<file path="config.mk">
export PLATFORM = sky130hd
export DESIGN_NAME = fifo_stream_out_flat
export DESIGN_NICKNAME = d
export VERILOG_FILES = /design/src/rtl/fifo_stream_out_if.sv /design/src/rtl/fifo_stream_out.sv /design/src/flat_wrapper.sv
export SDC_FILE = /design/constraint.sdc
export NUM_CORES = 1
export LEC_CHECK = 0
export ABC_AREA = 1
export ABC_CLOCK_PERIOD_IN_PS = 1560
export BUFFER_PORTS_ARGS = -buffer_cell sky130_fd_sc_hd__buf_2
export CORE_MARGIN = 5
export CORE_UTILIZATION = 40
export DETAILED_ROUTE_END_ITERATION = 7
export GPL_ROUTABILITY_DRIVEN = 0
export HOLD_SLACK_MARGIN = 0.15
export MAX_ROUTING_LAYER = met4
export SKIP_LAST_GASP = 1
export SLEW_MARGIN = 20
export SYNTH_ARGS = -nofsm -noshare
export SYNTH_HDL_FRONTEND = slang
export SYNTH_SLANG_ARGS = --single-unit
</file>
<file path="constraint.sdc">
create_clock -name clk -period 1.56 [get_ports clk]
set_input_delay 0.078 -clock clk [delete_from_list [all_inputs] [get_ports clk]]
set_output_delay 0.078 -clock clk [all_outputs]
set_load 0.02 [all_outputs]
</file>
<file path="src/rtl/fifo_stream_out_if.sv">
// Purpose: valid/ready stream bundle carried out of fifo_stream_out.
// Ports (signals):
//   valid - stream valid, driven by the producer (master)
//   ready - consumer ready, driven by the consumer (slave)
//   data  - stream payload, WIDTH bits, driven by the producer
interface fifo_stream_out_if #(
    parameter int unsigned WIDTH = 8
);
    logic             valid;
    logic             ready;
    logic [WIDTH-1:0] data;

    modport master (output valid, output data, input ready);
    modport slave  (input valid, input data, output ready);
endinterface

</file>
<file path="src/rtl/fifo_stream_out.sv">
// Purpose: drain stage for shift_register_fifo. Pops the show-ahead FIFO and
// re-presents its words as a registered valid/ready stream through a 2-entry
// skid buffer. The pop request never looks at the consumer's ready.
// Ports:
//   clk           - clock, rising edge
//   rst           - synchronous active-high reset
//   i_fifo_empty  - FIFO empty flag
//   i_fifo_data   - FIFO head data (show-ahead)
//   o_fifo_pop    - pop request, takes effect at the same edge
//   i_flush       - synchronous discard of buffered entries
//   o_stream      - valid/ready/data output stream (master)
//   o_occupancy   - number of buffered entries (0..2)
//   o_xfer_count  - wrapping count of completed output handshakes
module fifo_stream_out #(
    parameter int unsigned WIDTH = 8,
    parameter int unsigned CNT_W = 16
) (
    input  logic                    clk,
    input  logic                    rst,
    input  logic                    i_fifo_empty,
    input  logic [WIDTH-1:0]        i_fifo_data,
    output logic                    o_fifo_pop,
    input  logic                    i_flush,
    fifo_stream_out_if.master       o_stream,
    output logic [1:0]              o_occupancy,
    output logic [CNT_W-1:0]        o_xfer_count
);

    typedef enum logic [1:0] {
        S_EMPTY = 2'd0,
        S_ONE   = 2'd1,
        S_TWO   = 2'd2
    } occ_e;

    occ_e             r_state;
    occ_e             w_state_nxt;
    logic [WIDTH-1:0] r_e0;
    logic [WIDTH-1:0] r_e1;
    logic [CNT_W-1:0] r_xfer_count;

    logic             w_valid;
    logic             w_fire;
    logic             w_pop;
    logic             w_load_e0;
    logic             w_load_e1;
    logic             w_shift_e1;

    // Stream side and pop request: pop only from local state and FIFO flag.
    assign w_valid = (r_state != S_EMPTY);
    assign w_fire  = w_valid & o_stream.ready;
    assign w_pop   = ~rst & ~i_flush & ~i_fifo_empty & (r_state != S_TWO);

    // Occupancy next-state and entry load controls.
    always_comb begin
        w_state_nxt = r_state;
        w_load_e0   = 1'b0;
        w_load_e1   = 1'b0;
        w_shift_e1  = 1'b0;
        if (i_flush) begin
            w_state_nxt = S_EMPTY;
        end else begin
            case (r_state)
                S_EMPTY: begin
                    if (w_pop) begin
                        w_load_e0   = 1'b1;
                        w_state_nxt = S_ONE;
                    end
                end
                S_ONE: begin
                    if (w_pop && w_fire) begin
                        w_load_e0   = 1'b1;
                    end else if (w_pop) begin
                        w_load_e1   = 1'b1;
                        w_state_nxt = S_TWO;
                    end else if (w_fire) begin
                        w_state_nxt = S_EMPTY;
                    end
                end
                S_TWO: begin
                    // Pop is blocked here, so only a fire can move state.
                    if (w_fire) begin
                        w_shift_e1  = 1'b1;
                        w_state_nxt = S_ONE;
                    end
                end
                default: begin
                    w_state_nxt = S_EMPTY;
                end
            endcase
        end
    end

    // State, entry and counter registers.
    always_ff @(posedge clk) begin
        if (rst) begin
            r_state      <= S_EMPTY;
            r_e0         <= '0;
            r_e1         <= '0;
            r_xfer_count <= '0;
        end else begin
            r_state <= w_state_nxt;
            if (w_load_e0) begin
                r_e0 <= i_fifo_data;
            end else if (w_shift_e1) begin
                r_e0 <= r_e1;
            end
            if (w_load_e1) begin
                r_e1 <= i_fifo_data;
            end
            // A handshake in a flush cycle still counts.
            if (w_fire) begin
                r_xfer_count <= r_xfer_count + CNT_W'(1);
            end
        end
    end

    assign o_fifo_pop     = w_pop;
    assign o_stream.valid = w_valid;
    assign o_stream.data  = r_e0;
    assign o_occupancy    = 2'(r_state);
    assign o_xfer_count   = r_xfer_count;

endmodule

</file>
<file path="src/flat_wrapper.sv">
// flat-port wrapper written by rule: the top's interface ports become plain ports
module fifo_stream_out_flat 
#(
    parameter int unsigned WIDTH = 8,
    parameter int unsigned CNT_W = 16
)
  (clk, rst, i_fifo_empty, i_fifo_data, o_fifo_pop, i_flush, o_occupancy, o_xfer_count, o_stream_valid, o_stream_data, o_stream_ready);
  fifo_stream_out_if #(.WIDTH(WIDTH)) o_stream_i ();
  input  logic clk;
  input  logic rst;
  input  logic i_fifo_empty;
  input  logic [WIDTH-1:0] i_fifo_data;
  output logic o_fifo_pop;
  input  logic i_flush;
  output logic [1:0] o_occupancy;
  output logic [CNT_W-1:0] o_xfer_count;
  output wire logic [$bits(o_stream_i.valid)-1:0] o_stream_valid;
  output wire logic [$bits(o_stream_i.data)-1:0] o_stream_data;
  input wire logic [$bits(o_stream_i.ready)-1:0] o_stream_ready;
  assign o_stream_valid = o_stream_i.valid;
  assign o_stream_data = o_stream_i.data;
  assign o_stream_i.ready = o_stream_ready;
  fifo_stream_out #(.WIDTH(WIDTH), .CNT_W(CNT_W)) u_core (.clk(clk), .rst(rst), .i_fifo_empty(i_fifo_empty), .i_fifo_data(i_fifo_data), .o_fifo_pop(o_fifo_pop), .i_flush(i_flush), .o_stream(o_stream_i), .o_occupancy(o_occupancy), .o_xfer_count(o_xfer_count));
endmodule
</file>
==> metrics, run 1 <==
worst skew pair latency 0.28 ns; Worst EP required 1.79 ns; RR Startpoint u_core.o_xfer_count[1]; Syn Nets 229; Post-Synth Simple-Gate Area 30.8%; status finished, final reports clean; largest net degree at the start of global routing 21; Final WS setup 0.169 ns; cell chain of the critical path ha_1 -> inv_1 -> nor2_1 -> nand3_1 -> nor2_4 -> nand3_1 -> nand2_1 -> inv_1 -> nor2_1; Crit. End Element flop; DRT Wirelength 3730 um; Finish-stage setup viols 0; Synth Area in Compound Gates 16.0%; Worst Hold Endpoint u_core.o_occupancy[1]; I/O Buffers 40; Max Cap Viol 0; ANT cells 0; H-tree levels 2; Post-Synth Adder-Cell Area 0.824%; Synthesis Warnings 0; final instance area 2050 um^2; Slew HR 82.1%; combinational family with the most area after synthesis simple AND/OR/NAND/NOR gates; drt first pass iters 4; period utilization 89.1%; routed len/inst 11.3 um; Hold Crit Start o_stream_ready; Die Wd 71.6 um; Clock Path Buffers 2; Fin Hold WS 0.182 ns; Initial DRC Count 54; PwrDens 810 nW/um^2; share of cells above drive strength 1 22.4%; DP Area 1840 um^2; post-place setup slack 0.122 ns; Post-Syn Instances 215; Worst-path clk slew 0.07 ns; CTS tree built; mapped cell area 1520 um^2; CP Launch Type flop; Final Slew Violations 0; measured slew at the worst slew-check pin 0.269 ns; highest attainable clock frequency 719 MHz; VDD IR-drop max 0.423 mV; post-route ant nets 0; slowest cell on the critical path dfxtp_2; CP Max Fanout 8; top post-synthesis cells by area dfxtp_1 45%, nand2_1 9.9%, nor2_1 7.2%, o21ai_0 6.9%, inv_1 6.4%; RSZ-0062 raised after global routing no; Rows 22; grt ovf 0; critical path class reg2reg; total negative slack 0 ns; Vias/cell 4.73; Die Area 5130 um^2; global-route wire length before repair 6260 um; Final Critical Period 1.39 ns; initial antenna violation count 0; Synth Area per Inst 7.06 um^2; die height 71.6 um; hold path depth 4; TritonCTS buffer count 5; Pwr Total 0.00166 W; Final Hold Fails 0; CP max stage delay 0.36 ns; vias 1556; worst path bufs/invs 2; reg2reg path depth 9; RR Endpoint u_core.o_xfer_count[14]; Total GRT Usage 16.1%; Initial Utilization 41.5%; multiplexer share of the synthesized area 0%; HPWL after DPL 2660 um; Layout Skew 0.00332 ns; Arr. time, crit path 1.62 ns; Hold WC Path Type in2reg; nets@finish 295; Yosys reg bits 34; clock net sink count 34; leakage 0.897 nW; core area 3660 um^2; share of the synthesized area in the top cell type 44.8%; Unique masters post-synth 16; Seq/Total Area, Yosys 44.8%; delay-heaviest family, CP simple AND/OR/NAND/NOR gates; XOR/XNOR share of the synthesized area 0%; Area Growth Syn to Fin 35.0%; R2R Setup Slk 0.17 ns; CTS root buf clkbuf_8; DRC Markers 0; Yosys top cell by area dfxtp_1; worst setup path start u_core.o_xfer_count[1]; number of global-route vias before repair 1375; I/O pin count 41
-- worst max-delay path by stage --
stage | to | slack (ns) | cells past startpoint
5_1_grt | u_core.o_xfer_count[14] | 0.03 | 9
6_report | u_core.o_xfer_count[14] | 0.17 | 9
3_3_place_gp | u_core.o_xfer_count[14] | 0.20 | 9
2_1_floorplan | u_core.o_xfer_count[13] | 0.07 | 7
4_1_cts | u_core.o_xfer_count[14] | 0.11 | 9
3_5_place_dp | u_core.o_xfer_count[14] | 0.12 | 9
-- synthesized netlist by cell type --
library cell / instances
a21oi_1: 17
nand3_1: 16
ha_1: 1
nor2_1: 29
nor2_4: 3
nand4_1: 10
clkbuf_1: 3
nor2_2: 2
o21ai_0: 21
o21a_1: 2
inv_1: 26
nor3_1: 4
nand2_1: 40
a31oi_1: 6
buf_2: 1
dfxtp_1: 34
-- what timing repair did --
action | 4_1_cts | 5_1_grt
hold endpoints to repair | 17 | 0
buffers inserted | 0 | 1
resized for setup | 0 | 3
hold buffers | 12 | 0
setup endpoints to repair | 0 | 7
-- metrics by stage --
| stage | util [%] | std cells |
|---|---|---|
| 3_5_place_dp | 50.2 | 309 |
| 6_report | 56.0 | 329 |
| 3_3_place_gp | 50.2 | 309 |
| 4_1_cts | 55.5 | 328 |
| 5_1_grt | 56.0 | 329 |
| 2_1_floorplan | - | 215 |
-- worst min-delay path, delay by kind of cell --
family	cells	cell delay (ns)
buffers and inverters	2	0.19
AND/OR/NAND/NOR	2	0.16
-- final cells by class --
class | instances | area [um^2]
clock buffer | 7 | 76.3
inverter | 26 | 97.6
fill | 404 | 1610
tap | 48 | 60.1
timing repair buffer | 63 | 403
sequential | 34 | 682
multi-input combinational | 151 | 731
-- state kept, by name, indices dropped and copies added (netlist names) --
signal / cells
u_core.o_xfer_count: 16
u_core.o_stream.data: 8
u_core.r_e1: 8
u_core.o_occupancy: 2
-- metal layers --
layer / GRT usage [%] / wire [um] / vias up / share of wire [%]
li1: - / - / 846 / -
met1: 19.4 / 1740 / 677 / 47
met2: 24.9 / 1720 / 27 / 46
met3: 5.19 / 198 / 6 / 5.3
met4: 6.26 / 65 / 0 / 1.7
met5: - / 0 / - / 0
-- power by group --
group | switching [W] | total, W | internal [W]
combinational | 0.0000914 | 0.000165 | 0.0000734
clock | 0.000300 | 0.000607 | 0.000307
sequential | 0.00000764 | 0.000889 | 0.000881
total | 0.000399 | 0.00166 | 0.00126
-- layout by cell type (no fill, tap or decap), types with 6 or more instances in the layout --
cell	instances
buf_4	11
dfxtp_1	33
inv_1	26
dlygate4sd3_1	12
nand2_1	39
a21oi_1	17
nand3_1	16
o21ai_0	21
a31oi_1	6
nand4_1	10
nor2_1	29
buf_2	40
-- cells by family after synthesis --
family | Yosys count
compound gates | 46
fa+ha+maj | 1
buf+inv | 30
flops | 34
simple gates | 104
Power figures use the tool's default switching activity.
==> run 2, diff against run 1 <==
--- a/config.mk
+++ b/config.mk
@@ -7,7 +7,7 @@
 export LEC_CHECK = 0
 export ABC_AREA = 1
 export ABC_CLOCK_PERIOD_IN_PS = 1560
-export BUFFER_PORTS_ARGS = -buffer_cell sky130_fd_sc_hd__buf_2
+export BUFFER_PORTS_ARGS = -buffer_cell sky130_fd_sc_hd__buf_4
 export CORE_MARGIN = 5
 export CORE_UTILIZATION = 40
 export DETAILED_ROUTE_END_ITERATION = 7
==> run 2 against run 1 <==
Fmax decreased by 0.13%. Sequential cell count unchanged. Sequential power about the same. Clock power increased by 12%. First-iteration DRC count increased by 26%. Worst hold slack improved by 0.12 ns. Total power increased by 5.5%. Routed wire length increased by 1.6%.
==> metrics, run 2 (same netlist as run 1, synthesis figures left out) <==
delay-heaviest family, CP simple AND/OR/NAND/NOR gates (unchanged); Rows 22 (unchanged); H-tree levels 2 (unchanged); largest net degree at the start of global routing 19 (was 21); CP Launch Type flop (unchanged); ANT cells 0 (unchanged); cell chain of the critical path ha_1 -> inv_1 -> nor2_1 -> nand3_1 -> nor2_4 -> nand3_1 -> nand2_1 -> inv_1 -> nor2_1 (unchanged); worst setup path start u_core.o_xfer_count[1] (unchanged); slowest cell on the critical path dfxtp_2 (unchanged); nets@finish 294 (was 295); TritonCTS buffer count 5 (unchanged); CTS root buf clkbuf_8 (unchanged); leakage 0.907 nW (was 0.897 nW); Worst EP required 1.80 ns (was 1.79 ns); commonest cells after routing, fill and taps aside 49 x buf_4, 39 x nand2_1, 33 x dfxtp_1 (was 40 x buf_2, 39 x nand2_1, 33 x dfxtp_1); global-route wire length before repair 6350 um (was 6260 um); worst path bufs/invs 2 (unchanged); Vias/cell 4.70 (was 4.73); status finished, final reports clean (unchanged); Hold WC Path Type in2reg (unchanged); DR WL met2 1770 um (was 1720 um); measured slew at the worst slew-check pin 0.528 ns (was 0.269 ns); Crit. End Element flop (unchanged); Die Wd 71.6 um (unchanged); share of cells above drive strength 1 22.8% (was 22.4%); Initial Utilization 41.5% (unchanged); drt first pass iters 4 (unchanged); core area 3660 um^2 (unchanged); Finish-stage setup viols 0 (unchanged); setup bufs post-CTS 0 (unchanged); vias 1546 (was 1556); worst skew pair latency 0.29 ns (was 0.28 ns); I/O Buffers 40 (unchanged); DP Area 1930 um^2 (was 1840 um^2); total negative slack 0 ns (unchanged); Arr. time, crit path 1.63 ns (was 1.62 ns); HPWL after DPL 2660 um (about the same); CTS tree built (unchanged); Final Slew Violations 0 (unchanged); initial antenna violation count 0 (unchanged); Clock Path Buffers 2 (unchanged); Die Area 5130 um^2 (unchanged); commonest non-fill, non-tap cell in the layout buf_4 (was buf_2); period utilization 89.3% (was 89.1%); post-route ant nets 0 (unchanged); die height 71.6 um (unchanged); CP max stage delay 0.36 ns (about the same); top sig layer met4 (unchanged); critical path class reg2reg (unchanged); met1 WL 1790 um (was 1740 um); final instance area 2160 um^2 (was 2050 um^2); Layout Skew 0.00493 ns (was 0.00332 ns); crit path capture u_core.o_xfer_count[14] (unchanged); RR Startpoint u_core.o_xfer_count[1] (unchanged); Initial DRC Count 68 (was 54); highest attainable clock frequency 718 MHz (was 719 MHz); wire length on met3 174 um (was 198 um); max reg flops 16 (unchanged); RR Endpoint u_core.o_xfer_count[14] (unchanged); DRC Markers 0 (unchanged); R2R Setup Slk 0.17 ns (about the same); PwrDens 812 nW/um^2 (was 810 nW/um^2); Final Hold Fails 0 (unchanged); number of global-route vias before repair 1399 (was 1375); Final Critical Period 1.39 ns (about the same); DRT Wirelength 3790 um (was 3730 um); VDD IR-drop max 0.685 mV (was 0.423 mV); clock net sink count 34 (unchanged); Crit. path cell count 9 (unchanged); Slew HR 64.8% (was 82.1%); RSZ-0062 raised after global routing no (unchanged); I/O pin count 41 (unchanged); Max Cap Viol 0 (unchanged); Worst-path clk slew 0.07 ns (about the same); CP Max Fanout 8 (unchanged); grt ovf 0 (unchanged); reg2reg path depth 9 (unchanged); routed len/inst 11.5 um (was 11.3 um); Area Growth Syn to Fin 42.3% (was 35.0%); Total GRT Usage 16.3% (was 16.1%)
[run 2: metrics by stage]
step           hold slack [ns]  instances  setup WS, ns  power, W  util, %
2_1_floorplan            0.229        215        0.0745  0.000985        -
6_report                 0.301        329         0.168   0.00175     59.0
4_1_cts                  0.284        329        0.0604   0.00178     58.7
3_3_place_gp             0.349        308         0.184   0.00107     52.7
3_5_place_dp             0.352        308         0.140   0.00107     52.7
5_1_grt                  0.338        329        0.0169   0.00183     59.0
[run 2: how the worst min path moves through the flow]
stage                              start                     end  slack (ns)  depth (start not counted)
after floorplan             i_fifo_empty   u_core.o_occupancy[0]        0.23                          2
after global placement    i_fifo_data[4]          u_core.r_e1[4]        0.35                          3
after detailed placement  i_fifo_data[4]          u_core.r_e1[4]        0.35                          3
after CTS                 o_stream_ready   u_core.o_occupancy[0]        0.28                          6
after global routing      o_stream_ready  u_core.o_xfer_count[7]        0.34                          4
final                     o_stream_ready   u_core.o_occupancy[0]        0.30                          6
[run 2: area by class of cell]
| cell class | instances | area, um^2 |
|---|---|---|
| Clock inverter | 1 | 5.00 |
| Tap cell | 48 | 60.1 |
| Inverter | 26 | 97.6 |
| Fill cell | 361 | 1500 |
| Clock buffer | 7 | 86.3 |
| Multi-Input combinational cell | 151 | 731 |
| Timing Repair Buffer | 62 | 498 |
| Sequential cell | 34 | 682 |
[run 2: per-layer routing]
layer	vias to the layer above	global-route usage, %
li1	842	-
met1	671	19.7
met2	27	25.3
met3	6	5.47
met4	0	5.64
met5	-	-
[run 2: worst register-to-register path, cell delays in order, from the launching register on]
cell and delay (ns):
dfxtp_2 0.36, ha_1 0.14, inv_1 0.05, nor2_1 0.13, nand3_1 0.17, nor2_4 0.22, nand3_1 0.10, nand2_1 0.07
inv_1 0.03, nor2_1 0.08
[run 2: report_power, final]
group / total (W) / internal (W) / switching [W]
clock: 0.000681 / 0.000356 / 0.000326
combinational: 0.000182 / 0.0000891 / 0.0000925
sequential: 0.000890 / 0.000881 / 0.00000867
total: 0.00175 / 0.00133 / 0.000427
[run 2: repair_timing]
action,CTS,global route
endpoints found under the hold margin,20,0
gates resized for setup,0,4
hold buffers,13,0
setup endpoints to repair,0,12
==> run 3, diff against run 2 <==
--- a/config.mk
+++ b/config.mk
@@ -5,8 +5,7 @@
 export SDC_FILE = /design/constraint.sdc
 export NUM_CORES = 1
 export LEC_CHECK = 0
-export ABC_AREA = 1
-export ABC_CLOCK_PERIOD_IN_PS = 1560
+export ABC_CLOCK_PERIOD_IN_PS = 1480
 export BUFFER_PORTS_ARGS = -buffer_cell sky130_fd_sc_hd__buf_4
 export CORE_MARGIN = 5
 export CORE_UTILIZATION = 40
==> constraint.sdc (replaced) <==
create_clock -name clk -period 1.48 [get_ports clk]
set_input_delay 0.074 -clock clk [delete_from_list [all_inputs] [get_ports clk]]
set_output_delay 0.074 -clock clk [all_outputs]
set_load 0.02 [all_outputs]
==> run 3 against run 2 <==
First-iteration DRC count rose by 38%. Cell area rose by 2.7%. Clock power rose by 23%. Total power rose by 11%. Fmax fell by 2.6%. Sequential power rose by 4.8%. Critical path depth fell by 4. Routed wire length rose by 0.58%.
==> metrics, run 3 <==
Worst EP required 1.70 ns (was 1.80 ns); Final Critical Period 1.43 ns (was 1.39 ns); TritonCTS buffer count 5 (unchanged); Total GRT Usage 15.5% (was 16.3%); Yosys top cell by area dfxtp_1 (unchanged); top post-synthesis cells by count 34 x dfxtp_1, 22 x nor2_1, 15 x nand2_1 (was 40 x nand2_1, 34 x dfxtp_1, 29 x nor2_1); global-route wire length before repair 6090 um (was 6350 um); Crit. End Element flop (unchanged); Initial Utilization 41.7% (was 41.5%); total negative slack 0 ns (unchanged); count leader, synth dfxtp_1 (was nand2_1); highest attainable clock frequency 699 MHz (was 718 MHz); slowest cell on the critical path dfxtp_4 (was dfxtp_2); Finished Layout Cells 275 (was 329); Post-synth EDFFs 0 (unchanged); I/O pin count 41 (unchanged); clock net sink count 34 (unchanged); FFs w/ async S/R, synth 0% (unchanged); Arr. time, crit path 1.65 ns (was 1.63 ns); final instance area 2220 um^2 (was 2160 um^2); Post-Syn Instances 163 (was 215); delay-heaviest family, CP simple AND/OR/NAND/NOR gates (unchanged); cell chain of the critical path ha_2 -> o2111a_4 -> nand4_4 -> or3_4 -> a21oi_2 (was ha_1 -> inv_1 -> nor2_1 -> nand3_1 -> nor2_4 -> nand3_1 -> nand2_1 -> inv_1 -> nor2_1); Yosys reg bits 34 (unchanged); largest net degree at the start of global routing 36 (was 19); CTS tree built (unchanged); DP Area 1940 um^2 (was 1930 um^2); max reg flops 16 (unchanged); Die Area 5180 um^2 (was 5130 um^2); status finished, final reports clean (unchanged); measured slew at the worst slew-check pin 0.362 ns (was 0.528 ns); Rows 22 (unchanged); VDD IR-drop max 0.659 mV (was 0.685 mV); leakage 0.986 nW (was 0.907 nW); core area 3690 um^2 (was 3660 um^2); CP Max Fanout 3 (was 8); Vias/cell 5.02 (was 4.70); Initial DRC Count 94 (was 68); CP max stage delay 0.35 ns (was 0.36 ns); Clock Path Buffers 2 (unchanged); Worst-path clk slew 0.07 ns (about the same); Area Growth Syn to Fin 44.3% (was 42.3%); CTS root buf clkbuf_8 (unchanged); Synth Area per Inst 9.43 um^2 (was 7.06 um^2); RSZ-0062 raised after global routing yes (was no); Fin Hold WS 0.185 ns (was 0.301 ns); Max Cap Viol 0 (unchanged); drt first pass iters 4 (unchanged); CP Launch Type flop (unchanged); vias 1380 (was 1546); share of the synthesized area in the top cell type 44.3% (was 44.8%); Synthesis Warnings 0 (unchanged); post-route ant nets 0 (unchanged); DRT Wirelength 3810 um (was 3790 um); Final Slew Violations 0 (unchanged); Primary FF master, synth dfxtp_1 (unchanged); period utilization 96.6% (was 89.3%); top post-synthesis cells by area dfxtp_1 44%, mux2i_1 6.5%, nor2_1 5.4%, a21oi_1 4.2%, xor2_1 4.0% (was dfxtp_1 45%, nand2_1 9.9%, nor2_1 7.2%, o21ai_0 6.9%, inv_1 6.4%); initial antenna violation count 0 (unchanged); routed len/inst 13.9 um (was 11.5 um); I/O Buffers 40 (unchanged); commonest non-fill, non-tap cell in the layout buf_4 (unchanged); Die Wd 72 um (was 71.6 um); HPWL after DPL 2700 um (was 2660 um); Pwr Total 0.00194 W (was 0.00175 W); commonest cells after routing, fill and taps aside 54 x buf_4, 29 x dfxtp_1, 22 x nor2_1 (was 49 x buf_4, 39 x nand2_1, 33 x dfxtp_1); number of global-route vias before repair 1358 (was 1399); Seq/Total Area, Yosys 44.3% (was 44.8%); Slew HR 75.9% (was 64.8%); Layout Skew 0.00502 ns (was 0.00493 ns); mapped cell area 1540 um^2 (was 1520 um^2); worst skew pair latency 0.28 ns (was 0.29 ns); DRC Markers 0 (unchanged); die height 72 um (was 71.6 um); critical path class reg2reg (unchanged); share of cells above drive strength 1 36.6% (was 22.8%); Hold WC Path Type in2reg (unchanged); Unique masters post-synth 38 (was 16); worst path bufs/invs 0 (was 2); Syn Nets 177 (was 229); PwrDens 876 nW/um^2 (was 812 nW/um^2); Finish-stage setup viols 0 (unchanged); nets@finish 240 (was 294); grt ovf 0 (unchanged); Final Hold Fails 0 (unchanged); ANT cells 0 (unchanged); Cells after DPL 253 (was 308); H-tree levels 2 (unchanged)
-- run 3: metrics by stage --
step	worst slack, ns	utilization (%)
2_1_floorplan	0.00103	-
3_3_place_gp	0.0786	52.5
3_5_place_dp	0.0331	52.5
4_1_cts	0.00491	58.6
5_1_grt	-0.0302	60.1
6_report	0.0498	60.1
-- run 3: cell families after synthesis --
group,synth area share (%)
simple gates,24.2
xor+xnor,6.83
fa+ha+maj,0.814
mux,6.51
buf+inv,3.09
flops,44.3
compound gates,14.3
-- run 3: report_power, final --
group	switching, W	internal, W
clock network	0.000340	0.000500
registers	0.0000110	0.000923
logic	0.0000842	0.0000854
-- run 3: layer usage --
layer,global-route usage (%),share of wire [%],vias to the layer above
met1,17.9,44,635
met5,-,0,-
met3,5.12,5.1,7
met2,24.4,49,40
li1,-,-,698
met4,6.89,1.9,0
-- run 3: timing repair --
| action | in CTS | in global routing |
|---|---|---|
| setup buffers | 0 | 3 |
| hold buffers | 11 | 0 |
| gates resized for setup | 0 | 11 |
| endpoints found under the setup margin | 0 | 14 |
| endpoints found under the hold margin | 18 | 0 |
-- run 3: area by class of cell --
cell class	count	area (um^2)
repair buffers	65	515
well taps	48	60.1
flip-flops and latches	34	694
clock inverters	3	45.0
multi-input cells	120	835
fillers	338	1470
clock buffers	5	68.8
-- run 3: worst paths after layout --
path              cells after the start                    start                      end  slack (ns)
setup / recovery                      5   u_core.o_xfer_count[1]  u_core.o_xfer_count[14]        0.05
hold / removal                        4             i_fifo_empty    u_core.o_occupancy[1]        0.19
setup reg to reg                      5   u_core.o_xfer_count[1]  u_core.o_xfer_count[14]        0.05
hold reg to reg                       2  u_core.o_stream.data[6]  u_core.o_stream.data[6]        0.46
-- run 3: worst register-to-register path, cell delays in order, from the launching register on --
cell      delay [ns]
dfxtp_4         0.35
ha_2            0.17
o2111a_4        0.24
nand4_4         0.12
or3_4           0.34
a21oi_2         0.14
